$ cat config.mk
export PLATFORM = sky130hd
export DESIGN_NAME = seq_shifter
export DESIGN_NICKNAME = d
export VERILOG_FILES = /design/src/rtl/shifter_pkg.sv /design/src/rtl/shift_step.sv /design/src/rtl/seq_shifter.sv
export SDC_FILE = /design/constraint.sdc
export NUM_CORES = 1
export LEC_CHECK = 0
export BUFFER_PORTS_ARGS = -buffer_cell sky130_fd_sc_hd__buf_2
export CORE_MARGIN = 2
export CORE_UTILIZATION = 48
export CTS_CLUSTER_DIAMETER = 150
export DETAILED_ROUTE_END_ITERATION = 8
export PLACE_DENSITY_LB_ADDON = 0.2
export SYNTH_ARGS = -nofsm -noshare
export SYNTH_HDL_FRONTEND = slang
export SYNTH_SLANG_ARGS = --single-unit
$ cat constraint.sdc
create_clock -name clk -period 1.6 [get_ports clk]
set_input_delay 0.16 -clock clk [delete_from_list [all_inputs] [get_ports clk]]
set_output_delay 0.16 -clock clk [all_outputs]
set_load 0.03 [all_outputs]
$ cat src/rtl/shifter_pkg.sv
// shifter_pkg: op codes and FSM state encoding shared by seq_shifter and shift_step
package shifter_pkg;
  localparam logic [1:0] OP_ROL = 2'd0;
  localparam logic [1:0] OP_SLL = 2'd1;
  localparam logic [1:0] OP_ROR = 2'd2;
  localparam logic [1:0] OP_ASR = 2'd3;
  typedef enum logic [1:0] {IDLE, SHIFT, DONE} state_t;
endpackage

$ cat src/rtl/shift_step.sv
// shift_step: barrel stage shifting acc by k (0..STEP), one mux level per bit of k
module shift_step
  import shifter_pkg::*;
#(
  parameter int WIDTH = 16,
  parameter int STEP  = 1,
  localparam int KW   = $clog2(STEP) + 1
) (
  input  logic [WIDTH-1:0] acc_i,
  input  logic [KW-1:0]    k_i,
  input  logic [1:0]       op_i,
  input  logic             sign_i,
  output logic [WIDTH-1:0] acc_o
);
  for (genvar i = 0; i < KW; i++) begin : g_lvl
    localparam int S = 1 << i;
    logic [WIDTH-1:0] a, sh, y;
    if (i == 0) begin : g_src
      assign a = acc_i;
    end else begin : g_src
      assign a = g_lvl[i-1].y;
    end
    assign sh = op_i == OP_ROL ? {a[WIDTH-S-1:0], a[WIDTH-1 -: S]} :
                op_i == OP_SLL ? {a[WIDTH-S-1:0], {S{1'b0}}} :
                op_i == OP_ROR ? {a[S-1:0], a[WIDTH-1:S]} :
                                 {{S{sign_i}}, a[WIDTH-1:S]};
    assign y = k_i[i] ? sh : a;
  end
  assign acc_o = g_lvl[KW-1].y;
endmodule

$ cat src/rtl/seq_shifter.sv
// seq_shifter: iterative shifter/rotator moving up to STEP positions per clock
module seq_shifter
  import shifter_pkg::*;
#(
  parameter int WIDTH = 16,
  parameter int STEP  = 1
) (
  input  logic                       clk,
  input  logic                       rst,
  input  logic                       in_valid,
  output logic                       in_ready,
  input  logic [WIDTH-1:0]           in_data,
  input  logic [$clog2(WIDTH)-1:0]   in_amt,
  input  logic [1:0]                 in_op,
  output logic                       out_valid,
  input  logic                       out_ready,
  output logic [WIDTH-1:0]           out_data,
  output logic                       busy
);
  localparam int AMT_W = $clog2(WIDTH);
  localparam int KW    = $clog2(STEP) + 1;
  state_t           state_q;
  logic [WIDTH-1:0] acc_q, out_q, step_d;
  logic [AMT_W-1:0] rem_q;
  logic [1:0]       op_q;
  logic             sign_q;
  logic [KW-1:0]    k_d;
  assign k_d = 32'(rem_q) >= STEP ? KW'(STEP) : KW'(rem_q);
  shift_step #(.WIDTH(WIDTH), .STEP(STEP)) u_step (
    .acc_i (acc_q),
    .k_i   (k_d),
    .op_i  (op_q),
    .sign_i(sign_q),
    .acc_o (step_d)
  );
  // out_q is loaded only on entry to DONE so it keeps the last result after the handshake
  always_ff @(posedge clk) begin
    if (rst) begin
      state_q <= IDLE;
      acc_q   <= '0;
      out_q   <= '0;
      rem_q   <= '0;
      op_q    <= OP_ROL;
      sign_q  <= 1'b0;
    end else begin
      case (state_q)
        IDLE: if (in_valid) begin
          acc_q  <= in_data;
          rem_q  <= in_amt;
          op_q   <= in_op;
          sign_q <= in_data[WIDTH-1];
          if (in_amt == '0) begin
            state_q <= DONE;
            out_q   <= in_data;
          end else begin
            state_q <= SHIFT;
          end
        end
        SHIFT: begin
          acc_q <= step_d;
          rem_q <= rem_q - AMT_W'(k_d);
          if (rem_q == AMT_W'(k_d)) begin
            state_q <= DONE;
            out_q   <= step_d;
          end
        end
        DONE: if (out_ready) state_q <= IDLE;
        default: state_q <= IDLE;
      endcase
    end
  end
  assign in_ready  = state_q == IDLE;
  assign out_valid = state_q == DONE;
  assign busy      = state_q != IDLE;
  assign out_data  = out_q;
endmodule

### Word-level counts from Yosys, hierarchy flattened

Cells that the tools add are included.

| word-level totals | value |
|---|---|
| output and inout bits | 19 |
| bits of input ports | 26 |
| register bits after elaboration | 41 |

| cells by class | value |
|---|---|
| reduce and logical (&&, ||, !) cells | 9 |
| equality and inequality tests | 9 |
| $lt $le $gt $ge | 1 |
| mux-type cells | 18 |
| add/sub/neg operators | 1 |

Operator list:

| cell | count |
|---|---|
| $mux W16 | 8 |
| $pmux W16 S2 | 2 |
| $mux W2 | 4 |
| $pmux W4 S2 | 1 |
| $pmux W2 S3 | 1 |
| $eq A2 B1 Y1 const B | 2 |
| $eq A2 B2 Y1 const B | 2 |
| $eq A4 B1 Y1 | 1 |
| $ge A4 B1 Y1 const B | 1 |
| $logic_not A2 Y1 | 2 |
| $logic_not A4 Y1 | 1 |
| $mux W4 | 1 |
| $ne A2 B1 Y1 const B | 2 |
| $ne A2 B2 Y1 const B | 2 |
| $reduce_and A2 Y1 | 2 |
| $reduce_and A4 Y1 | 1 |
| $reduce_bool A2 Y1 | 2 |
| $sub A4 B1 Y4 | 1 |
| $reduce_and A3 Y1 | 1 |
| $mux W1 | 1 |

### Longest topological paths before layout

Gate-level depths: netlist of the first run.

| depth | value |
|---|---|
| depth after elaboration | 7 |
| mapped depth | 6 |
| mapped depth without buffers | 6 |

### Modules after synthesis

Synthesis of the first run repeated with hierarchy kept, for this count alone.

| second synthesis, totals | value |
|---|---|
| cells, all modules | 242 |
| area total of the unflattened synthesis | 2262.2 um^2 |

By module, submodules not included:

| module | seq. area each (um^2) | times used | cells an instance | area an instance (um^2) |
|---|---|---|---|---|
| seq_shifter | 820.8 | 1 | 185 | 1900.6 |
| shift_step | 0.0 | 1 | 57 | 361.6 |

### Least setup slack after synthesis of the first run

Ideal clock, no wire load.

| path | value |
|---|---|
| kind | reg2reg |
| start point | reg state_q[0] |
| end point | reg rem_q[1] |
| period minus slack after synthesis | 1.610 ns |
| data required time | 1.509 ns |
| library setup time | 0.091 ns |
| path buffers | 1 |
| data arrival time | 1.519 ns |
| setup slack | -0.010 ns |
| stages on the path, launching flop included | 6 |
| cells stage by stage | dfxtp_1 nor2_1 and2_1 clkbuf_1 nand2_1 a311oi_1 |

| on the way | value |
|---|---|
| word-level cells in the longest chain between the ends | 3 |

RTL lines:

| element | line | source |
|---|---|---|
| start: declaration | seq_shifter.sv:22 | `state_t state_q;` |
| start signal: assignment | seq_shifter.sv:39 | `state_q <= IDLE;` |
| start signal: assignment | seq_shifter.sv:53 | `state_q <= DONE;` |
| start signal: assignment | seq_shifter.sv:56 | `state_q <= SHIFT;` |
| $logic_not A2 Y1 * | -- |  |
| named net in_ready | seq_shifter.sv:11 | `output logic in_ready,` |
| $ne A2 B2 Y1 (no line) / $reduce_bool A2 Y1 (equally long branches) | -- |  |
| $reduce_and A2 Y1 (no line) | -- |  |
| end signal: assignment | seq_shifter.sv:49 | `rem_q <= in_amt;` |
| end signal: assignment | seq_shifter.sv:61 | `rem_q <= rem_q - AMT_W'(k_d);` |
| end: declaration | seq_shifter.sv:24 | `logic [AMT_W-1:0] rem_q;` |

Mark *: on every way through the listed nets, which the timed path passes. The rest lies on a longest branch.
A chain may end at the register's enable or synchronous reset.

### Worst setup path after layout of the first run

| path | value |
|---|---|
| start point | reg rem_q[2] |
| end point | reg out_q[10], in the netlist out_data[10] |

| on the way | value |
|---|---|
| word-level cells in the longest chain between the ends | 5 |

RTL lines:

| element | line | source |
|---|---|---|
| $ge A4 B1 Y1 | seq_shifter.sv:28 | `assign k_d = 32'(rem_q) >= STEP ? KW'(STEP) : KW'(rem_q);` |
| $mux W1 | seq_shifter.sv:28 |  |
| $eq A4 B1 Y1 / $mux W16 (equally long branches) | seq_shifter.sv:62, shift_step.sv:27 |  |
| $ne A2 B2 Y1 (no line) / $mux W16 (equally long branches) | -- |  |
| $reduce_and A4 Y1 (no line) / $pmux W16 S2 (equally long branches) | -- |  |
| end signal: assignment | seq_shifter.sv:54 | `out_q <= in_data;` |
| end signal: assignment | seq_shifter.sv:64 | `out_q <= step_d;` |
| end: declaration | seq_shifter.sv:23 | `logic [WIDTH-1:0] acc_q, out_q, step_d;` |

Several ways; a longest one is shown, not always the timed one. The select of a mux whose other input is x is not followed.

==> flow_metrics.py, run 1 <==
metrics = {
    "floorplan": {
        "num_rows": 23,
        "die_x_um": 69.4,
        "start_util_pct": 50.6,
        "num_io_pins": 45,
        "core_area_um2": 4060,
        "die-area_um2": 4820,
        "die_h_um": 69.4,
    },
    "sta": {
        "tns_ns": -0.0132,
        "relSlewSlack_pct": 64.8,
        "setup_viol": 2,
        "rsz0062_at_grt": "true",
        "drv_slew": 0,
        "finalHoldViolCount": 0,
        "post-route-min-period_ns": 1.61,
        "min_period_over_period_pct": 100,
        "worst_pin_slew_ns": 0.528,
        "fmaxAchievable_mhz": 622,
        "worst_slack_ns": -0.00684,
        "skew_ns": 0.00373,
    },
    "logic_synthesis": {
        "seq_area_frac_synth_pct": 40.0,
        "syn_avg_cell_area_um2": 8.45,
        "yosys_register_bits": 41,
        "yosysWarnings": 0,
        "synth_top_area_cell": "dfxtp_1",
        "synthCells": 243,
        "syn-cell-area_um2": 2050,
        "synthTopCellsByArea": "dfxtp_1 40%, a311oi_1 13%, mux2i_1 7.3%, nand2_1 7.3%, nor2_1 6.9%",
        "synth_common_cells": "41 x dfxtp_1, 40 x nand2_1, 38 x nor2_1",
        "synth_flop_cell": "dfxtp_1",
        "async_reset_ff_share_pct": 0,
        "synth_edf_count": 0,
        "synth_cell_types": 33,
        "synthesis.nets": 270,
        "synth.most_common_cell": "dfxtp_1",
        "synth_top_area_share_pct": 40.0,
    },
    "placement": {
        "dp_cells": 331,
        "globalplace.congestion": 0.758,
        "dp_hpwl_mm": 3.18,
        "port_buffers": 44,
    },
    "setup_path": {
        "path_cells": "or3_4, o22ai_4, buf_8, nor2_2, a311oi_1",
        "timing.critical_path.buf_inv": 1,
        "path_max_fanout": 9,
        "startpoint_type": "register",
        "slowest_delay_ns": 0.41,
        "crit_slowest_cell": "or3_4",
        "cp-end-kind": "register",
        "worstPathRequired_ns": 1.81,
        "crit_type": "register to register",
        "crit_family": "compound AO/OA/AOI/OAI gates",
        "arrival_ns": 1.82,
    },
    "routing": {
        "drt_wl_total_mm": 5.40,
        "detail_route.wl_per_cell_um": 15.6,
        "remaining_drc_errors": 0,
        "dr.first_iter.drc_count": 149,
        "met1_length_mm": 2.51,
        "firstDrtPassIters": 4,
        "routed.top_layer": "met4",
        "met2_length_mm": 2.57,
        "dr_wl_met3_um": 200,
        "ant_nets": 0,
        "vias": 2005,
        "vias_per_cell": 5.81,
    },
    "clocking": {
        "clock-root-buffer": "clkbuf_8",
        "clk_latency_ns": 0.30,
        "cts_buffers": 5,
        "cts.path.max_buffers": 2,
        "cts.sinks": 41,
        "path_clk_slew_ns": 0.08,
        "cts_tree": "built",
        "h-tree-depth": 2,
    },
    "layout": {
        "fin_cells": 345,
        "area_delta_synth_final_pct": 28.4,
        "fill_cells": 361,
        "multi_input_area_um2": 1180,
        "final_nets": 321,
        "final-seq-area_um2": 833,
        "drive_above_1_share_pct": 32.9,
        "num_antenna_cells": 0,
    },
    "status": {
        "violations": "setup timing",
        "status": "finished, violations left",
    },
    "run": {
        "maxCapViolations": 0,
    },
    "global_route": {
        "first_global_vias": 1963,
        "grt_antenna_before_repair": 0,
        "grt_max_degree": 33,
        "grt_usage_pct": 23.2,
        "grt_pass1_wl_mm": 9.06,
        "grt_overflow": 0,
    },
    "min_path": {
        "min_path_type": "input pin to register",
    },
    "pwr": {
        "p_per_area_nw_per_um2": 1220,
        "p_leak_nw": 1.08,
        "vdd_drop_max_uv": 761,
    },
}
==> stage by stage <==
| step | util, % | power [mW] | setup WS, ns | instance area, um2 | hold slack (ns) |
|---|---|---|---|---|---|
| after CTS | 64.2 | 3.20 | -0.0125 | 2610 | 0.0848 |
| after floorplan | - | 1.96 | 0.0435 | 2060 | 0.296 |
| final | 65.0 | 3.23 | -0.00684 | 2640 | 0.0873 |
| after global routing | 65.0 | 3.39 | -0.0829 | 2640 | 0.101 |
| after global placement | 58.6 | 2.19 | -0.0384 | 2380 | 0.410 |
| after detailed placement | 58.6 | 2.21 | -0.0681 | 2380 | 0.406 |
==> placed cells by master, fill, tap and decap left out, types with 2 or more instances in the layout <==
| cell type | count |
|---|---|
| nand3_1 | 2 |
| a311oi_1 | 31 |
| buf_8 | 2 |
| mux2i_1 | 15 |
| dfxtp_4 | 3 |
| nor2b_1 | 2 |
| buf_4 | 15 |
| o32ai_1 | 2 |
| clkbuf_8 | 6 |
| buf_12 | 3 |
| dfxtp_1 | 37 |
| o211ai_1 | 15 |
| buf_2 | 44 |
| and2_1 | 2 |
| nand2_1 | 35 |
| nand2b_1 | 2 |
| nor2_1 | 32 |
| or4_4 | 4 |
| nor2_2 | 5 |
| a21oi_1 | 7 |
| nand2_2 | 6 |
| inv_1 | 5 |
==> worst register-to-register path: stages (launching register included) <==
cell      delay, ns
dfxtp_4        0.38
or3_4          0.41
o22ai_4        0.27
buf_8          0.18
nor2_2         0.04
a311oi_1       0.24
==> cells by family (layout without fill, tap and decap cells) <==
kind of cell | after synthesis | after routing | share of synthesized area, %
AO/OA/AOI/OAI | 64 | 64 | 25.4
adder cells (fa/ha/maj) | 1 | 1 | 0.609
flip-flops | 41 | 41 | 40.0
multiplexers | 15 | 15 | 7.31
AND/OR/NAND/NOR | 95 | 97 | 19.9
buffers and inverters | 27 | 77 | 6.88
==> path summary, 6_finish.rpt <==
| kind | start | end | slack, ns | depth (start not counted) |
|---|---|---|---|---|
| hold reg to reg | sign_q$_SDFFE_PP0P_ | sign_q$_SDFFE_PP0P_ | 0.47 | 2 |
| setup / recovery | rem_q[2]$_SDFFE_PP0P_ | out_data[10]$_SDFFE_PP0P_ | -0.007 | 5 |
| setup reg to reg | rem_q[2]$_SDFFE_PP0P_ | out_data[10]$_SDFFE_PP0P_ | -0.007 | 5 |
| hold / removal | in_op[0] | op_q[0]$_SDFFE_PP0P_ | 0.09 | 3 |
==> flip-flops by register name, indices dropped and copies added (netlist names) <==
| register | cells |
|---|---|
| sign_q | 1 |
| rem_q | 4 |
| state_q | 2 |
| out_data | 16 |
| op_q | 2 |
| acc_q | 16 |
==> metal layers <==
metal | track usage [%] | vias to the layer above
li1 | - | 1000
met1 | 28.9 | 947
met2 | 38.6 | 47
met3 | 4.80 | 11
met4 | 10.5 | 0
met5 | 0 | -
==> report_power, final <==
group / leakage, nW / internal [mW] / switching (mW)
clock: 0.0585 / 0.509 / 0.375
combinational: 0.682 / 0.442 / 0.627
sequential: 0.340 / 1.15 / 0.123
total: 1.08 / 2.10 / 1.13
==> area by class of cell <==
cell class,instances,share of cell area (%)
sequential,41,31.6
multi-input combinational,177,44.9
clock buffer,7,3.27
timing repair buffer,64,16.0
clock inverter,1,1.14
inverter,5,0.712
tap,50,2.37
==> timing repair <==
action,4_1_cts,5_1_grt
buffers inserted,3,2
resized for setup,6,27
pin swaps,4,19
cloned,4,0
setup endpoints to repair,28,33
hold buffers,0,0
Power figures use the tool's default switching activity.
==> run 2, diff against run 1 <==
--- a/config.mk
+++ b/config.mk
@@ -6,9 +6,9 @@
 export NUM_CORES = 1
 export LEC_CHECK = 0
 export BUFFER_PORTS_ARGS = -buffer_cell sky130_fd_sc_hd__buf_2
-export CORE_MARGIN = 2
 export CORE_UTILIZATION = 48
 export CTS_CLUSTER_DIAMETER = 150
+export CTS_CLUSTER_SIZE = 30
 export DETAILED_ROUTE_END_ITERATION = 8
 export PLACE_DENSITY_LB_ADDON = 0.2
 export SYNTH_ARGS = -nofsm -noshare
==> flow_metrics.py, run 2 (synthesized netlist as in run 1, its figures left out) <==
metrics = {
    "status": {
        "status": "complete, no violations",
    },
    "pwr": {
        "p_leak_nw": 1.08,
        "vdd_drop_max_uv": 638,
        "p_per_area_nw_per_um2": 1230,
        "clockPowerShare_pct": 27.9,
        "power_frac_seq_pct": 39.3,
        "p_sw_share_pct": 35.0,
        "intPower_mw": 2.10,
        "combPwrFrac_pct": 32.7,
        "switchingPower_mw": 1.13,
    },
    "sta": {
        "fmaxAchievable_mhz": 630,
        "whs_ns": 0.0937,
        "drv_slew": 0,
        "worst_slack_ns": 0.0115,
        "setup_viol": 0,
        "relSlewSlack_pct": 67.6,
        "post-route-min-period_ns": 1.59,
        "min_period_over_period_pct": 99.3,
        "finalHoldViolCount": 0,
        "worst_pin_slew_ns": 0.486,
        "rsz0062_at_grt": "true",
        "skew_ns": 0.00874,
    },
    "run": {
        "maxCapViolations": 0,
    },
    "floorplan": {
        "die_h_um": 67.4,
        "num_io_pins": 45,
        "core_area_um2": 4060,
        "start_util_pct": 50.6,
        "die_x_um": 67.4,
        "num_rows": 23,
        "die-area_um2": 4550,
    },
    "min_path": {
        "min_to": "op_q[0]$_SDFFE_PP0P_",
        "hold_start": "in_op[0]",
        "hold_depth": 3,
        "min_path_type": "input pin to register",
    },
    "clocking": {
        "clk_latency_ns": 0.30,
        "cts_tree": "built",
        "clock-root-buffer": "clkbuf_8",
        "cts_buffers": 5,
        "path_clk_slew_ns": 0.08,
        "cts.sinks": 41,
        "h-tree-depth": 2,
        "cts.path.max_buffers": 2,
        "ctsHoldBuffers": 0,
    },
    "routing": {
        "drt_wl_total_mm": 5.31,
        "remaining_drc_errors": 0,
        "firstDrtPassIters": 4,
        "vias_per_cell": 5.83,
        "vias": 2013,
        "ant_nets": 0,
        "dr.first_iter.drc_count": 137,
        "detail_route.wl_per_cell_um": 15.4,
    },
    "setup_path": {
        "r2r_end": "out_data[13]$_SDFFE_PP0P_",
        "crit_type": "register to register",
        "r2r_setup_slack_ns": 0.01,
        "worstPathRequired_ns": 1.77,
        "arrival_ns": 1.76,
        "slowest_delay_ns": 0.42,
        "cp-end-kind": "register",
        "startpoint_type": "register",
        "path_max_fanout": 7,
        "crit_slowest_cell": "or3_4",
        "r2r_start": "rem_q[1]$_SDFFE_PP0P_",
        "reg2reg_depth": 5,
        "path_cells": "or3_4, o22ai_4, buf_4, clkbuf_4, a311oi_1",
    },
    "layout": {
        "area_delta_synth_final_pct": 28.4,
        "final_nets": 321,
        "final-seq-area_um2": 828,
        "multi_input_area_um2": 1170,
        "drive_above_1_share_pct": 31.2,
        "fin_cells": 345,
        "fill_cells": 352,
        "final_cell_mix": "44 x buf_2, 38 x nand2_1, 37 x dfxtp_1, 36 x nor2_1, 30 x a311oi_1",
        "num_antenna_cells": 0,
        "layout_commonest_cell": "buf_2",
    },
    "global_route": {
        "grt_antenna_before_repair": 0,
        "grt_max_degree": 33,
        "grt_usage_pct": 23.9,
        "grt_pass1_wl_mm": 8.08,
        "first_global_vias": 1740,
        "grt_overflow": 0,
    },
    "placement": {
        "dp_hpwl_mm": 3.18,
        "port_buffers": 44,
        "place_ws_ns": -0.100,
        "dp_cells": 330,
        "globalplace.congestion": 0.785,
    },
}
run 2: final cells by class:
type / instances / area share (%)
clock inverters: 2 / 1.42
well taps: 50 / 2.37
flip-flops and latches: 41 / 31.4
clock buffers: 6 / 3.13
inverters: 5 / 0.711
multi-input cells: 177 / 44.2
repair buffers: 64 / 16.7
run 2: worst max-delay path by stage:
stage	cells past startpoint	startpoint	slack, ns	end
floorplan	5	rem_q[0]$_SDFFE_PP0P_	0.04	acc_q[1]$_SDFFE_PP0P_
global placement	4	rem_q[0]$_SDFFE_PP0P_	-0.03	out_data[8]$_SDFFE_PP0P_
detailed placement	4	rem_q[0]$_SDFFE_PP0P_	-0.1	out_data[6]$_SDFFE_PP0P_
CTS	4	rem_q[0]$_SDFFE_PP0P_	0.003	acc_q[13]$_SDFFE_PP0P_
global route	5	rem_q[1]$_SDFFE_PP0P_	-0.06	out_data[9]$_SDFFE_PP0P_
finish	5	rem_q[1]$_SDFFE_PP0P_	0.01	out_data[13]$_SDFFE_PP0P_
run 2: power by group through the flow:
| stage | Clock [mW] | Sequential [mW] | Combinational (mW) |
|---|---|---|---|
| global route | 0.944 | 1.29 | 1.16 |
| global placement | 0 | 1.27 | 0.916 |
| floorplan | 0 | 1.35 | 0.604 |
| detailed placement | 0 | 1.28 | 0.930 |
| finish | 0.903 | 1.27 | 1.06 |
| CTS | 0.907 | 1.26 | 0.981 |
run 2: routing by layer:
metal  GRT usage [%]  vias up  wire (um)
met1            30.8      936       2390
met2            38.4       60       2500
met3            5.24       10        323
met4            10.1        0         89
met5               0        -          0
li1                -     1007          -
run 2: timing repair:
item | in CTS | in global routing
resized for setup | 7 | 11
pin swaps | 2 | 13
setup buffers | 0 | 3
endpoints found under the setup margin | 26 | 34
gates cloned | 2 | 2
endpoints found under the hold margin | 0 | 0
run 2: stage by stage:
| stage | setup TNS, ns | total power [mW] | utilization (%) | area [um2] |
|---|---|---|---|---|
| 4_1_cts | 0 | 3.15 | 62.6 | 2540 |
| 6_report | 0 | 3.23 | 65.0 | 2640 |
| 3_5_place_dp | -0.769 | 2.21 | 58.7 | 2380 |
| 3_3_place_gp | -0.153 | 2.19 | 58.7 | 2380 |
| 5_1_grt | -0.547 | 3.40 | 65.0 | 2640 |
| 2_1_floorplan | 0 | 1.96 | - | 2060 |
run 2: critical path: cells and delay by family, from the launching register on:
kind            cells  cell delay [ns]
compound gates      2             0.33
simple gates        1             0.42
buf+inv             2             0.34
flops               1             0.38
